[config.mk]
export PLATFORM = sky130hd
export DESIGN_NAME = spi_slave_responder_flat
export DESIGN_NICKNAME = d
export VERILOG_FILES = /design/src/rtl/spi_slave_responder_pkg.sv /design/src/rtl/spi_slave_responder_if.sv /design/src/rtl/spi_slave_responder_sync.sv /design/src/rtl/spi_slave_responder.sv /design/src/flat_wrapper.sv
export SDC_FILE = /design/constraint.sdc
export NUM_CORES = 1
export LEC_CHECK = 0
export ABC_AREA = 1
export ABC_CLOCK_PERIOD_IN_PS = 2550
export BUFFER_PORTS_ARGS = -buffer_cell sky130_fd_sc_hd__buf_2
export CAP_MARGIN = 20
export CORE_UTILIZATION = 30
export DETAILED_ROUTE_END_ITERATION = 8
export SLEW_MARGIN = 20
export SYNTH_ARGS = -nofsm -noshare
export SYNTH_HDL_FRONTEND = slang
export SYNTH_HIERARCHICAL = 1
export SYNTH_SLANG_ARGS = --single-unit
export TNS_END_PERCENT = 50
[constraint.sdc]
create_clock -name clk -period 2.55 [get_ports clk]
set_input_delay 0.3825 -clock clk [delete_from_list [all_inputs] [get_ports clk]]
set_output_delay 0.3825 -clock clk [all_outputs]
set_load 0.01 [all_outputs]
[src/rtl/spi_slave_responder_pkg.sv]
// ---------------------------------------------------------------------------
// spi_slave_pkg
// Shared types and limits for the SPI slave responder.
//   state_e          : responder FSM state (IDLE / ACTIVE / DONE)
//   SPI_MAX_CHAR_LEN : widest supported transfer, in bits
//   SPI_NUM_SS       : width of the master's slave-select bus
// ---------------------------------------------------------------------------
package spi_slave_pkg;

    localparam int SPI_MAX_CHAR_LEN = 128;
    localparam int SPI_NUM_SS       = 8;

    typedef enum logic [1:0] {
        IDLE   = 2'd0,
        ACTIVE = 2'd1,
        DONE   = 2'd2
    } state_e;

endpackage

[src/rtl/spi_slave_responder_if.sv]
// ---------------------------------------------------------------------------
// spi_slave_responder_if
// SPI pad-side bundle between a master (or bench) and the slave responder.
//   ss_pad_o   : slave selects, active-low, driven by the master
//   sclk_pad_o : serial clock, driven by the master
//   mosi_pad_o : master-out data
//   miso_bit   : slave-out data, driven by the slave
// Modports: master (drives ss/sclk/mosi), slave (drives miso_bit).
// ---------------------------------------------------------------------------
interface spi_slave_responder_if;
    import spi_slave_pkg::*;

    logic [SPI_NUM_SS-1:0] ss_pad_o;
    logic                  sclk_pad_o;
    logic                  mosi_pad_o;
    logic                  miso_bit;

    modport master (
        output ss_pad_o,
        output sclk_pad_o,
        output mosi_pad_o,
        input  miso_bit
    );

    modport slave (
        input  ss_pad_o,
        input  sclk_pad_o,
        input  mosi_pad_o,
        output miso_bit
    );

endinterface

[src/rtl/spi_slave_responder_sync.sv]
// ---------------------------------------------------------------------------
// spi_slave_sync
// WIDTH-bit two-flop synchronizer followed by an edge-detect flop.
//   clk, rst : system clock, synchronous active-high reset
//   async_i  : asynchronous inputs
//   sync_o   : synchronized level
//   rise_o   : one-clk pulse on a synchronized 0->1 transition
//   fall_o   : one-clk pulse on a synchronized 1->0 transition
// ---------------------------------------------------------------------------
module spi_slave_sync #(
    parameter int WIDTH = 1
) (
    input  logic             clk,
    input  logic             rst,
    input  logic [WIDTH-1:0] async_i,
    output logic [WIDTH-1:0] sync_o,
    output logic [WIDTH-1:0] rise_o,
    output logic [WIDTH-1:0] fall_o
);

    logic [WIDTH-1:0] meta_q, meta_d;
    logic [WIDTH-1:0] sync_q, sync_d;
    logic [WIDTH-1:0] prev_q, prev_d;

    always_comb begin
        meta_d = async_i;
        sync_d = meta_q;
        prev_d = sync_q;
    end

    // NOTE: sequential state uses non-blocking assignments so every flop
    // samples its pre-edge value and the chain shifts one stage per clock.
    always_ff @(posedge clk) begin
        if (rst) begin
            meta_q <= '0;
            sync_q <= '0;
            prev_q <= '0;
        end else begin
            meta_q <= meta_d;
            sync_q <= sync_d;
            prev_q <= prev_d;
        end
    end

    assign sync_o = sync_q;
    assign rise_o = sync_q & ~prev_q;
    assign fall_o = ~sync_q & prev_q;

endmodule

[src/rtl/spi_slave_responder.sv]
// ---------------------------------------------------------------------------
// spi_slave_responder
// SPI slave clocked by the system clock. Pads are synchronized, MOSI words
// are shifted in and MISO is driven from a preloaded transmit word.
//   clk, rst      : system clock (>= 8x sclk), synchronous active-high reset
//   spi           : pad bundle (slave modport): ss/sclk/mosi in, miso_bit out
//   mosi_smp_neg  : 1 = sample MOSI on sclk fall, 0 = on rise
//   miso_drv_neg  : 1 = update MISO on sclk fall, 0 = on rise
//   lsb           : 1 = LSB first, 0 = MSB first (both directions)
//   tx_data/load  : transmit word and its one-cycle capture strobe
//   rx_data/valid : last completed word, held valid until accepted
//   rx_ready      : consumer accept
//   rx_overrun    : sticky, word completed while rx_valid still set
//   abort_err     : sticky, slave deselected mid-word
//   busy          : high while in ACTIVE
// Optional feature macro SPI_SLAVE_ECHO_EN: each new word transmits the
// previously received word instead of tx_pend; tx_load is then ignored.
// ---------------------------------------------------------------------------
module spi_slave_responder
    import spi_slave_pkg::*;
#(
    parameter int                          CHAR_LEN      = 32,
    parameter int                          SS_IDX        = 0,
    parameter logic [SPI_MAX_CHAR_LEN-1:0] TX_RESET_WORD = 32'hFFFF_FFFF
) (
    input  logic                  clk,
    input  logic                  rst,
    spi_slave_responder_if.slave  spi,
    input  logic                  mosi_smp_neg,
    input  logic                  miso_drv_neg,
    input  logic                  lsb,
    input  logic [CHAR_LEN-1:0]   tx_data,
    input  logic                  tx_load,
    output logic [CHAR_LEN-1:0]   rx_data,
    output logic                  rx_valid,
    input  logic                  rx_ready,
    output logic                  rx_overrun,
    output logic                  abort_err,
    output logic                  busy
);

    localparam int                  CNT_W  = $clog2(CHAR_LEN + 1);
    localparam logic [CHAR_LEN-1:0] TX_RST = TX_RESET_WORD[CHAR_LEN-1:0];

    function automatic logic first_bit(input logic [CHAR_LEN-1:0] w, input logic lsb_first);
        return lsb_first ? w[0] : w[CHAR_LEN-1];
    endfunction

    // ---------------- synchronizers: {sclk, mosi, ss[SS_IDX]} -------------
    logic [2:0] sync_v, rise_v, fall_v;

    spi_slave_sync #(.WIDTH(3)) u_sync (
        .clk     (clk),
        .rst     (rst),
        .async_i ({spi.sclk_pad_o, spi.mosi_pad_o, spi.ss_pad_o[SS_IDX]}),
        .sync_o  (sync_v),
        .rise_o  (rise_v),
        .fall_o  (fall_v)
    );

    logic sclk_rise, sclk_fall, mosi_s, sel, sel_rise;
    logic sample_edge, drive_edge;
    logic unused_sigs;

    assign sclk_rise   = rise_v[2];
    assign sclk_fall   = fall_v[2];
    assign mosi_s      = sync_v[1];
    assign sel         = ~sync_v[0];
    assign sel_rise    = fall_v[0];  // ss is active-low
    assign sample_edge = mosi_smp_neg ? sclk_fall : sclk_rise;
    assign drive_edge  = miso_drv_neg ? sclk_fall : sclk_rise;
    assign unused_sigs = ^{rise_v[1:0], fall_v[1], spi.ss_pad_o};

    // ---------------- state ----------------------------------------------
    state_e              state_q, state_d;
    logic [CNT_W-1:0]    bit_cnt_q, bit_cnt_d;
    logic [CHAR_LEN-1:0] shift_rx_q, shift_rx_d;
    logic [CHAR_LEN-1:0] shift_tx_q, shift_tx_d;
    logic [CHAR_LEN-1:0] tx_pend_q, tx_pend_d;
    logic [CHAR_LEN-1:0] rx_data_q, rx_data_d;
    logic                rx_valid_q, rx_valid_d;
    logic                rx_overrun_q, rx_overrun_d;
    logic                abort_err_q, abort_err_d;
    logic                miso_q, miso_d;
    logic [CHAR_LEN-1:0] reload_word;

    // State register
    always_ff @(posedge clk) begin
        if (rst) begin
            state_q      <= IDLE;
            bit_cnt_q    <= '0;
            shift_rx_q   <= '0;
            shift_tx_q   <= '0;
            tx_pend_q    <= TX_RST;
            rx_data_q    <= '0;
            rx_valid_q   <= 1'b0;
            rx_overrun_q <= 1'b0;
            abort_err_q  <= 1'b0;
            miso_q       <= 1'b1;
        end else begin
            state_q      <= state_d;
            bit_cnt_q    <= bit_cnt_d;
            shift_rx_q   <= shift_rx_d;
            shift_tx_q   <= shift_tx_d;
            tx_pend_q    <= tx_pend_d;
            rx_data_q    <= rx_data_d;
            rx_valid_q   <= rx_valid_d;
            rx_overrun_q <= rx_overrun_d;
            abort_err_q  <= abort_err_d;
            miso_q       <= miso_d;
        end
    end

    // Next-state logic
    always_comb begin
        // NOTE: every variable gets a hold default first so no path through
        // the case statement can leave one unassigned and infer a latch.
        state_d      = state_q;
        bit_cnt_d    = bit_cnt_q;
        shift_rx_d   = shift_rx_q;
        shift_tx_d   = shift_tx_q;
        tx_pend_d    = tx_pend_q;
        rx_data_d    = rx_data_q;
        rx_valid_d   = rx_valid_q;
        rx_overrun_d = rx_overrun_q;
        abort_err_d  = abort_err_q;
        miso_d       = miso_q;

`ifdef SPI_SLAVE_ECHO_EN
        // The word completing in DONE is the one to echo on the next reload.
        reload_word = (state_q == DONE) ? shift_rx_q : tx_pend_q;
        if (state_q == DONE) begin
            tx_pend_d = shift_rx_q;
        end
`else
        // A same-cycle tx_load wins over the held word for this reload.
        reload_word = tx_load ? tx_data : tx_pend_q;
        if (tx_load) begin
            tx_pend_d = tx_data;
        end
`endif

        if (rx_valid_q && rx_ready) begin
            rx_valid_d = 1'b0;
        end

        unique case (state_q)
            IDLE: begin
                miso_d = 1'b1;
                if (sel_rise) begin
                    shift_tx_d = reload_word;
                    bit_cnt_d  = '0;
                    miso_d     = first_bit(reload_word, lsb);
                    state_d    = ACTIVE;
                end
            end

            ACTIVE: begin
                if (!sel) begin
                    // Deselect before any bit moved is a silent cancel.
                    if (bit_cnt_q != '0) begin
                        abort_err_d = 1'b1;
                    end
                    miso_d  = 1'b1;
                    state_d = IDLE;
                end else begin
                    // First bit was presented on entry; later drive edges advance.
                    if (drive_edge && bit_cnt_q != '0) begin
                        if (lsb) begin
                            shift_tx_d = shift_tx_q >> 1;
                            miso_d     = shift_tx_q[1];
                        end else begin
                            shift_tx_d = shift_tx_q << 1;
                            miso_d     = shift_tx_q[CHAR_LEN-2];
                        end
                    end
                    if (sample_edge) begin
                        shift_rx_d = lsb ? {mosi_s, shift_rx_q[CHAR_LEN-1:1]}
                                         : {shift_rx_q[CHAR_LEN-2:0], mosi_s};
                        bit_cnt_d  = bit_cnt_q + CNT_W'(1);
                        if (bit_cnt_q == CNT_W'(CHAR_LEN - 1)) begin
                            state_d = DONE;
                        end
                    end
                end
            end

            DONE: begin
                rx_data_d  = shift_rx_q;
                rx_valid_d = 1'b1;
                if (rx_valid_q && !rx_ready) begin
                    rx_overrun_d = 1'b1;
                end
                if (sel) begin
                    shift_tx_d = reload_word;
                    bit_cnt_d  = '0;
                    miso_d     = first_bit(reload_word, lsb);
                    state_d    = ACTIVE;
                end else begin
                    bit_cnt_d  = '0;
                    miso_d     = 1'b1;
                    state_d    = IDLE;
                end
            end

            default: begin
                miso_d  = 1'b1;
                state_d = IDLE;
            end
        endcase
    end

    // Output logic
    always_comb begin
        busy = (state_q == ACTIVE);
    end

    assign spi.miso_bit = miso_q;
    assign rx_data      = rx_data_q;
    assign rx_valid     = rx_valid_q;
    assign rx_overrun   = rx_overrun_q;
    assign abort_err    = abort_err_q;

endmodule

[src/flat_wrapper.sv]
// flat-port wrapper written by rule: the top's interface ports become plain ports
module spi_slave_responder_flat import spi_slave_pkg::*;
#(
    parameter int                          CHAR_LEN      = 32,
    parameter int                          SS_IDX        = 0,
    parameter logic [SPI_MAX_CHAR_LEN-1:0] TX_RESET_WORD = 32'hFFFF_FFFF
)
  (clk, rst, mosi_smp_neg, miso_drv_neg, lsb, tx_data, tx_load, rx_data, rx_valid, rx_ready, rx_overrun, abort_err, busy, spi_ss_pad_o, spi_sclk_pad_o, spi_mosi_pad_o, spi_miso_bit);
  spi_slave_responder_if spi_i ();
  input  logic clk;
  input  logic rst;
  input  logic mosi_smp_neg;
  input  logic miso_drv_neg;
  input  logic lsb;
  input  logic [CHAR_LEN-1:0] tx_data;
  input  logic tx_load;
  output logic [CHAR_LEN-1:0] rx_data;
  output logic rx_valid;
  input  logic rx_ready;
  output logic rx_overrun;
  output logic abort_err;
  output logic busy;
  input wire logic [$bits(spi_i.ss_pad_o)-1:0] spi_ss_pad_o;
  input wire logic [$bits(spi_i.sclk_pad_o)-1:0] spi_sclk_pad_o;
  input wire logic [$bits(spi_i.mosi_pad_o)-1:0] spi_mosi_pad_o;
  output wire logic [$bits(spi_i.miso_bit)-1:0] spi_miso_bit;
  assign spi_i.ss_pad_o = spi_ss_pad_o;
  assign spi_i.sclk_pad_o = spi_sclk_pad_o;
  assign spi_i.mosi_pad_o = spi_mosi_pad_o;
  assign spi_miso_bit = spi_i.miso_bit;
  spi_slave_responder #(.CHAR_LEN(CHAR_LEN), .SS_IDX(SS_IDX), .TX_RESET_WORD(TX_RESET_WORD)) u_core (.clk(clk), .rst(rst), .spi(spi_i), .mosi_smp_neg(mosi_smp_neg), .miso_drv_neg(miso_drv_neg), .lsb(lsb), .tx_data(tx_data), .tx_load(tx_load), .rx_data(rx_data), .rx_valid(rx_valid), .rx_ready(rx_ready), .rx_overrun(rx_overrun), .abort_err(abort_err), .busy(busy));
endmodule
Word level (Yosys, flattened, before mapping)
Cells that the tools add are included.

operators by class
  order comparisons = 0
  $add $sub $neg = 1
  mux-type cells = 29
  $mul = 0
  divide/modulo/power cells = 0
  bitwise operators = 5
  eq/ne operators = 11
  shift operators = 0
  reduce and logical (&&, ||, !) cells = 14

operator list
  operator             number
  $mux 32              7
  $pmux 32 s3          1
  $mux 6               3
  $pmux 6 s3           1
  $mux 1               11
  $ne 3x1->1 const B   3
  $reduce_and 3->1     3
  $mux 2               4
  $add 6x1->6 const B  1
  $and 3x3->3          2
  $eq 6x5->1 const B   1
  $ne 2x1->1 const B   3
  $not 3->3            2
  $pmux 2 s3           1
  $reduce_bool 6->1    1
  $reduce_and 5->1     1
  $ne 2x2->1 const B   2
  $reduce_and 4->1     1
  $logic_and 1x1->1    3
  $pmux 1 s3           1
  $reduce_bool 3->1    1
  $eq 2x1->1 const B   1
  $eq 2x2->1 const B   1
  $logic_not 2->1      1
  other kinds (4)      4

storage, ports and cells
  latch bits = 0
  memories = 0
  bits in writable memories = 0
  bits in read-only memories = 0
  register bits after elaboration = 149
  output and inout bits = 37
  input bits = 49

Depth between registers and ports, before layout
Gate-level depths: netlist of the first run.

  depth after elaboration = 7
  gate-level depth with buffers = 11
  mapped depth without buffers = 10

By module
Netlist of the first run, hierarchy kept.

modules (own cells, without submodules)
  module               sequential area each (um2)  cells an instance  instances  area each (um2)
  spi_slave_responder  2802.7                      1019               1          6661.4
  spi_slave_sync       180.2                       37                 1          292.8

Least setup slack after synthesis of the first run
Ideal clock, no wire load.

  path type = flip-flop to flip-flop
  start = reg u_core.state_q[1]
  end = reg u_core.shift_tx_q[27]
  cell stages (with the launch flop) = 11
  period minus slack after synthesis = 1.708 ns
  data arrival time = 1.593 ns
  data required time = 2.435 ns
  slack = 0.842 ns
  path through = dfxtp_1 > inv_1 > ha_1 > buf_6 > nand2_1 > nand3_2 > a21oi_4 > buf_6 > nand3_1 > nand2_1 > nor2_1

on the way
  word-level cells in the longest chain between the ends = 3

RTL lines
  item                                          line                        RTL
  start: declaration                            spi_slave_responder.sv:75   state_e state_q, state_d;
  start signal: assignment                      spi_slave_responder.sv:101  state_q <= state_d;
  $eq 2x1->1 *                                  --
  net busy                                      flat_wrapper.sv:22          output logic busy;
  $ne 2x1->1 (no line) (tied with other cells)  --
  $reduce_and 5->1 (no line)                    --
  end signal: assignment                        spi_slave_responder.sv:104  shift_tx_q <= shift_tx_d;
  end: declaration                              spi_slave_responder.sv:78   logic [CHAR_LEN-1:0] shift_tx_q, shift_tx_d;

The timed path passes the listed nets; every way through them passes the cells marked *.
A chain may end at the register's enable or synchronous reset.

Worst setup path in the final report of the first run
  start = reg u_core.state_q[1]
  end = out busy

on the way
  word-level cells in the longest chain between the ends = 1

RTL lines
  item              line                        RTL
  $eq 2x1->1        spi_slave_responder.sv:215  busy = (state_q == ACTIVE);
  end: declaration  flat_wrapper.sv:22

No other way between the ends.

==> results of run 1 <==
==> power breakdown <==
part           internal (W)  switching, W
clock               0.00168       0.00102
combinational      0.000355      0.000647
sequential          0.00246     0.0000685
==> flip-flops by register name (all words and copies together) (netlist names) <==
register,cells
u_core/state_q,2
u_core/u_sync/sync_o,3
u_core/rx_valid,1
u_core/rx_data,32
u_core/bit_cnt_q,6
u_core/shift_tx_q,32
u_core/shift_rx_q,32
u_core/u_sync/prev_q,2
u_core/spi.miso_bit,1
u_core/abort_err,1
u_core/tx_pend_q,32
u_core/u_sync/meta_q,3
u_core/rx_overrun,1
==> through the flow <==
| stage | power [W] | utilization |
|---|---|---|
| after floorplan | 0.00339 | - |
| after global placement | 0.00358 | 0.330 |
| after detailed placement | 0.00359 | 0.330 |
| after CTS | 0.00633 | 0.359 |
| after global routing | 0.00659 | 0.359 |
| final | 0.00624 | 0.359 |
==> worst max-delay path: cells and delay by family, from the launching register on <==
kind / cells / cell delay (ns)
buf+inv: 3 / 0.63
flops: 1 / 0.34
fa+ha+maj: 1 / 0.20
==> routing by layer <==
layer	vias up	global-route usage	share of wire
met5	-	0	0
met4	0	0.0395	0.014
met3	17	0.0397	0.051
met2	113	0.218	0.44
met1	2746	0.172	0.50
li1	3398	-	-
==> path summary, 6_finish.rpt <==
path / to / start / slack, ns / cells past startpoint
max: busy / u_core/state_q[1] / 0.58 / 4
min: u_core/u_sync/meta_q[2] / spi_sclk_pad_o / 0.17 / 3
max reg2reg: u_core/shift_tx_q[9] / u_core/state_q[1] / 0.61 / 10
min reg2reg: u_core/u_sync/sync_o[0] / u_core/u_sync/meta_q[0] / 0.41 / 2
==> final cells by class <==
type / instances / area, um2
repair buffers: 95 / 556
multi-input cells: 710 / 3140
clock buffers: 19 / 443
inverters: 123 / 463
fillers: 2388 / 14500
clock inverters: 13 / 196
flip-flops and latches: 148 / 2960
well taps: 285 / 357
==> results.txt, run 1 <==
----------------------------------------------------
[Yosys]
  Synthesized net count ... 1104
  Yosys warning count ... 6
  Netlist area before placement ... between 6000 and 7000 um2
  Mean Syn Cell Area ... roughly 6.6 um2
  Post-Syn Instances ... between 1000 and 1500

[Power]
  Power Density ... 769 nW/um2
  Leakage ... ~3.8 nW
  Worst IR drop on VDD ... between 0.4 and 0.5 mV

[STA]
  Portion of the clock cycle consumed by the worst path in the final layout ... 0.774
  Total count of hold-check failures in the final report ... 0
  Total count of max-transition violations in the final report ... 0
  Post-route worst setup slack ... about 0.58 ns
  Tightest slew margin relative to the limit ... 0.442
  Final-layout worst hold slack ... 0.165 ns
  Worst Tran Pin Value ... about 0.84 ns
  Setup TNS ... 0 ns
  Clock Skew ... 0.0125 ns
  Max Fclk ... a little over 0.5 GHz
  Shortest period the worst path allows ... 1.97 ns
  RSZ-0062 raised after global routing ... false
  Total setup violations reported at the end of the flow ... 0

[Finish]
  Final instance area ... 8120 um2
  Fraction of layout cells with a size suffix above 1 ... 0.120
  Commonest cells after routing, fill and taps aside ... nand2_1 (325), dfxtp_1 (148), inv_1 (119)
  Area added between synthesis and finish ... 17.5%
  Number of standard cells in the layout, taps in and fillers out ... 1393
  Commonest non-fill, non-tap cell in the layout ... nand2_1
  Final Net Count ... 1150
  Antenna Cells ... 0

[Clock network]
  Total setup buffers inserted after CTS ... 0
  H-tree Lvls ... 4
  Number of buffers created by CTS ... 17
  Clock latency on the worst-skew pair ... 0.42 ns
  Total clock sinks ... 148
  CTS root buffer ... clkbuf_16
  Total of cells resized after clock tree synthesis ... 0
  Hold buffers post-CTS ... 0
  Clock tree buffer depth ... 2
  TritonCTS clock tree ... done
  Reg clk slew, reported paths ... 0.06 ns

[Worst setup path]
  Longest individual stage delay on the worst path ... 0.34 ns
  Critical path data required time ... 2.17 ns
  Cell chain of the critical path ... inv_1 > ha_1 > buf_4 > buf_2
  Capturing element type of the critical path ... output pin
  Element type at the critical path start ... flop
  Critical Path Slowest Stage Cell ... dfxtp_1
  Kind of critical path ... flop to output pin
  Worst EP arrival ... 1.59 ns
  Critical path fanouts, max ... 26

[Floorplan]
  # IOs ... 86
  Number of rows created at floorplan ... 55
  Std-Cell Core Area ... 22600 um2
  DIE WIDTH ... 154 um
  Starting density of the core ... 0.305
  Height of the die ... 154 um
  Die Outline Area ... 23600 um2

[Drt]
  Routed length per placed instance ... 11.2 um
  Final Routed Wirelength ... 15600 um
  Drt first pass iters ... 5
  Post-route ant nets ... 0
  Starting DRC count in detailed routing ... 379
  DRC viols ... 0
  Via count ... 6274
  Post-detailed-route via-to-cell ratio ... 4.50

[Placement]
  Minimum setup slack after placement ... 0.598 ns
  Placed Instances ... ~1400
  Placed cell area ... roughly 7500 um2
  Final HPWL from detailed placement ... around 9900 um
  IO Port Bufs ... 78
  Routability cong. ... 0.753

[Status]
  Status ... finished clean

[Global routing]
  Overall routing resource usage ... 0.135
  Maximum number of pins on one net before global-route repair ... 87
  Initial antenna violation count ... 0
  Via count of the first global-routing pass ... between 5000 and 6000
  Residual overflow from global routing ... 0
  Global-route wire length before repair ... 26200 um

[Worst hold path]
  Worst min path class ... input pin to flop

[Run]
  Max capacitance violation total ... 0

----------------------------------------------------
No activity file was read; power rests on OpenSTA's default activity.
==> run 2, diff against run 1 <==
Settings changed: ABC_AREA 1 to 0, ABC_CLOCK_PERIOD_IN_PS 2550 to 1600.
Clock period 2.55 ns to 1.6 ns, I/O delays scaled along.
==> results.txt, run 2 <==
----------------------------------------------------
[Status]
  Status ... finished, violations left
  Failing checks ... negative setup slack

[Yosys]
  Yosys warning count ... 6
  Netlist area before placement ... 6900 um2
  Synthesized net count ... 742
  Mean Syn Cell Area ... 10.0 um2
  Post-Syn Instances ... 687

[STA]
  Worst Tran Pin Value ... 0.382 ns
  Tightest slew margin relative to the limit ... 0.745
  Portion of the clock cycle consumed by the worst path in the final layout ... 1.15
  Total setup violations reported at the end of the flow ... 68
  Max Fclk ... 0.546 GHz
  Clock Skew ... 0.0189 ns
  Shortest period the worst path allows ... 1.83 ns
  Total count of hold-check failures in the final report ... 0
  RSZ-0062 raised after global routing ... true
  Setup TNS ... -9.28 ns
  Post-route worst setup slack ... -0.232 ns
  Total count of max-transition violations in the final report ... 0

[Drt]
  Via count ... around 5500
  Final Routed Wirelength ... 17400 um
  Starting DRC count in detailed routing ... 215
  Post-detailed-route via-to-cell ratio ... roughly 5.0
  Drt first pass iters ... 4
  DRC viols ... 0
  Post-route ant nets ... 0
  Routed length per placed instance ... around 16 um

[Global routing]
  Residual overflow from global routing ... 0
  Initial antenna violation count ... 0
  Via count of the first global-routing pass ... approximately 5500
  Overall routing resource usage ... 0.151
  Global-route wire length before repair ... just under 30000 um
  Maximum number of pins on one net before global-route repair ... 68

[Finish]
  Final core area utilization ... 0.407
  Layout filler cell count ... 2211
  Area taken by multi-input logic gates ... 3870 um2
  Antenna Cells ... 0
  Commonest cells after routing, fill and taps aside ... mux2i_1 (160), dfxtp_1 (144), buf_2 (75)
  Commonest non-fill, non-tap cell in the layout ... mux2i_1
  Final Net Count ... 853
  Area of all sequential standard cells ... 2970 um2
  Fraction of layout cells with a size suffix above 1 ... 0.340
  Area added between synthesis and finish ... 33.2%

[Clock network]
  CTS root buffer ... clkbuf_16
  Number of buffers created by CTS ... 17
  Reg clk slew, reported paths ... 0.07 ns
  Clock latency on the worst-skew pair ... 0.43 ns
  H-tree Lvls ... 4
  Total clock sinks ... 148
  TritonCTS clock tree ... done
  Clock tree buffer depth ... 2

[Placement]
  IO Port Bufs ... 78
  Final HPWL from detailed placement ... 10100 um
  Routability cong. ... 0.751

[Worst setup path]
  Worst EP arrival ... 2.14 ns
  Capturing element type of the critical path ... flop
  Critical path data required time ... between 1.5 and 2 ns
  Element type at the critical path start ... flop
  Kind of critical path ... flop to flop
  Critical path fanouts, max ... 8

[Power]
  Worst IR drop on VDD ... 0.660 mV
  Power Density ... 945 nW/um2
  Pwr Total ... 0.00868 W
  Leakage ... ~3.5 nW

[Worst hold path]
  Worst min path class ... input pin to flop

[Floorplan]
  Std-Cell Core Area ... 22600 um2
  # IOs ... 86
  Starting density of the core ... 0.306
  Die Outline Area ... between 20000 and 25000 um2
  Number of rows created at floorplan ... 55
  DIE WIDTH ... 154 um
  Height of the die ... 154 um

[Run]
  Max capacitance violation total ... 0

----------------------------------------------------
-- run 2: report_power, final --
part,switching (W),internal (W),total (W)
Sequential,0.0000619,0.00379,0.00385
Clock,0.00176,0.00233,0.00410
Combinational,0.000392,0.000339,0.000731
Total,0.00222,0.00646,0.00868
-- run 2: layout make-up --
type	count	area share
Inverter	7	0.00313
Multi-Input combinational cell	471	0.422
Timing Repair Buffer	153	0.149
Tap cell	285	0.0388
Clock buffer	17	0.0463
Clock inverter	15	0.0184
Sequential cell	148	0.323
-- run 2: final timing paths --
check / from / endpoint / slack (ns) / cells past startpoint
min reg2reg: u_core/u_sync/meta_q[2] / u_core/u_sync/sync_o[2] / 0.44 / 1
max reg2reg: u_core/state_q[0] / u_core/shift_tx_q[19] / -0.23 / 7
min: spi_sclk_pad_o / u_core/u_sync/meta_q[2] / 0.01 / 2
max: u_core/state_q[0] / u_core/shift_tx_q[19] / -0.23 / 7
-- run 2: metrics by stage --
stage / cells / hold WS (ns) / setup WS [ns] / area [um2]
2_1_floorplan: 687 / 0.312 / -0.152 / 6920
3_3_place_gp: 1039 / 0.423 / -0.192 / 7880
3_5_place_dp: 1039 / 0.426 / -0.206 / 7880
4_1_cts: 1088 / 0.00704 / -0.202 / 8910
5_1_grt: 1096 / 0.0552 / -0.270 / 9190
6_report: 1096 / 0.0129 / -0.232 / 9190
-- run 2: worst max-delay path: stages, from the launching register on --
cell and delay [ns]:
dfxtp_2 0.35, inv_2 0.06, ha_4 0.15, nor2b_4 0.12
or4_4 0.59, buf_12 0.19, o211ai_2 0.16, a21oi_1 0.09
-- run 2: layer usage --
layer  global-route usage  wire, um  vias to the layer above
met1                0.193      8260                     2649
met2                0.255      8430                       77
met5                    0         0                        -
met4               0.0400       164                        0
met3               0.0352       593                       15
li1                     -         -                     2730
-- run 2: repair_timing --
action | in CTS | in global routing
setup buffers | 9 | 7
hold buffers | 0 | 0
resized for setup | 49 | 35
pin swaps | 46 | 30
endpoints found under the setup margin | 93 | 86
gates cloned | 8 | 3
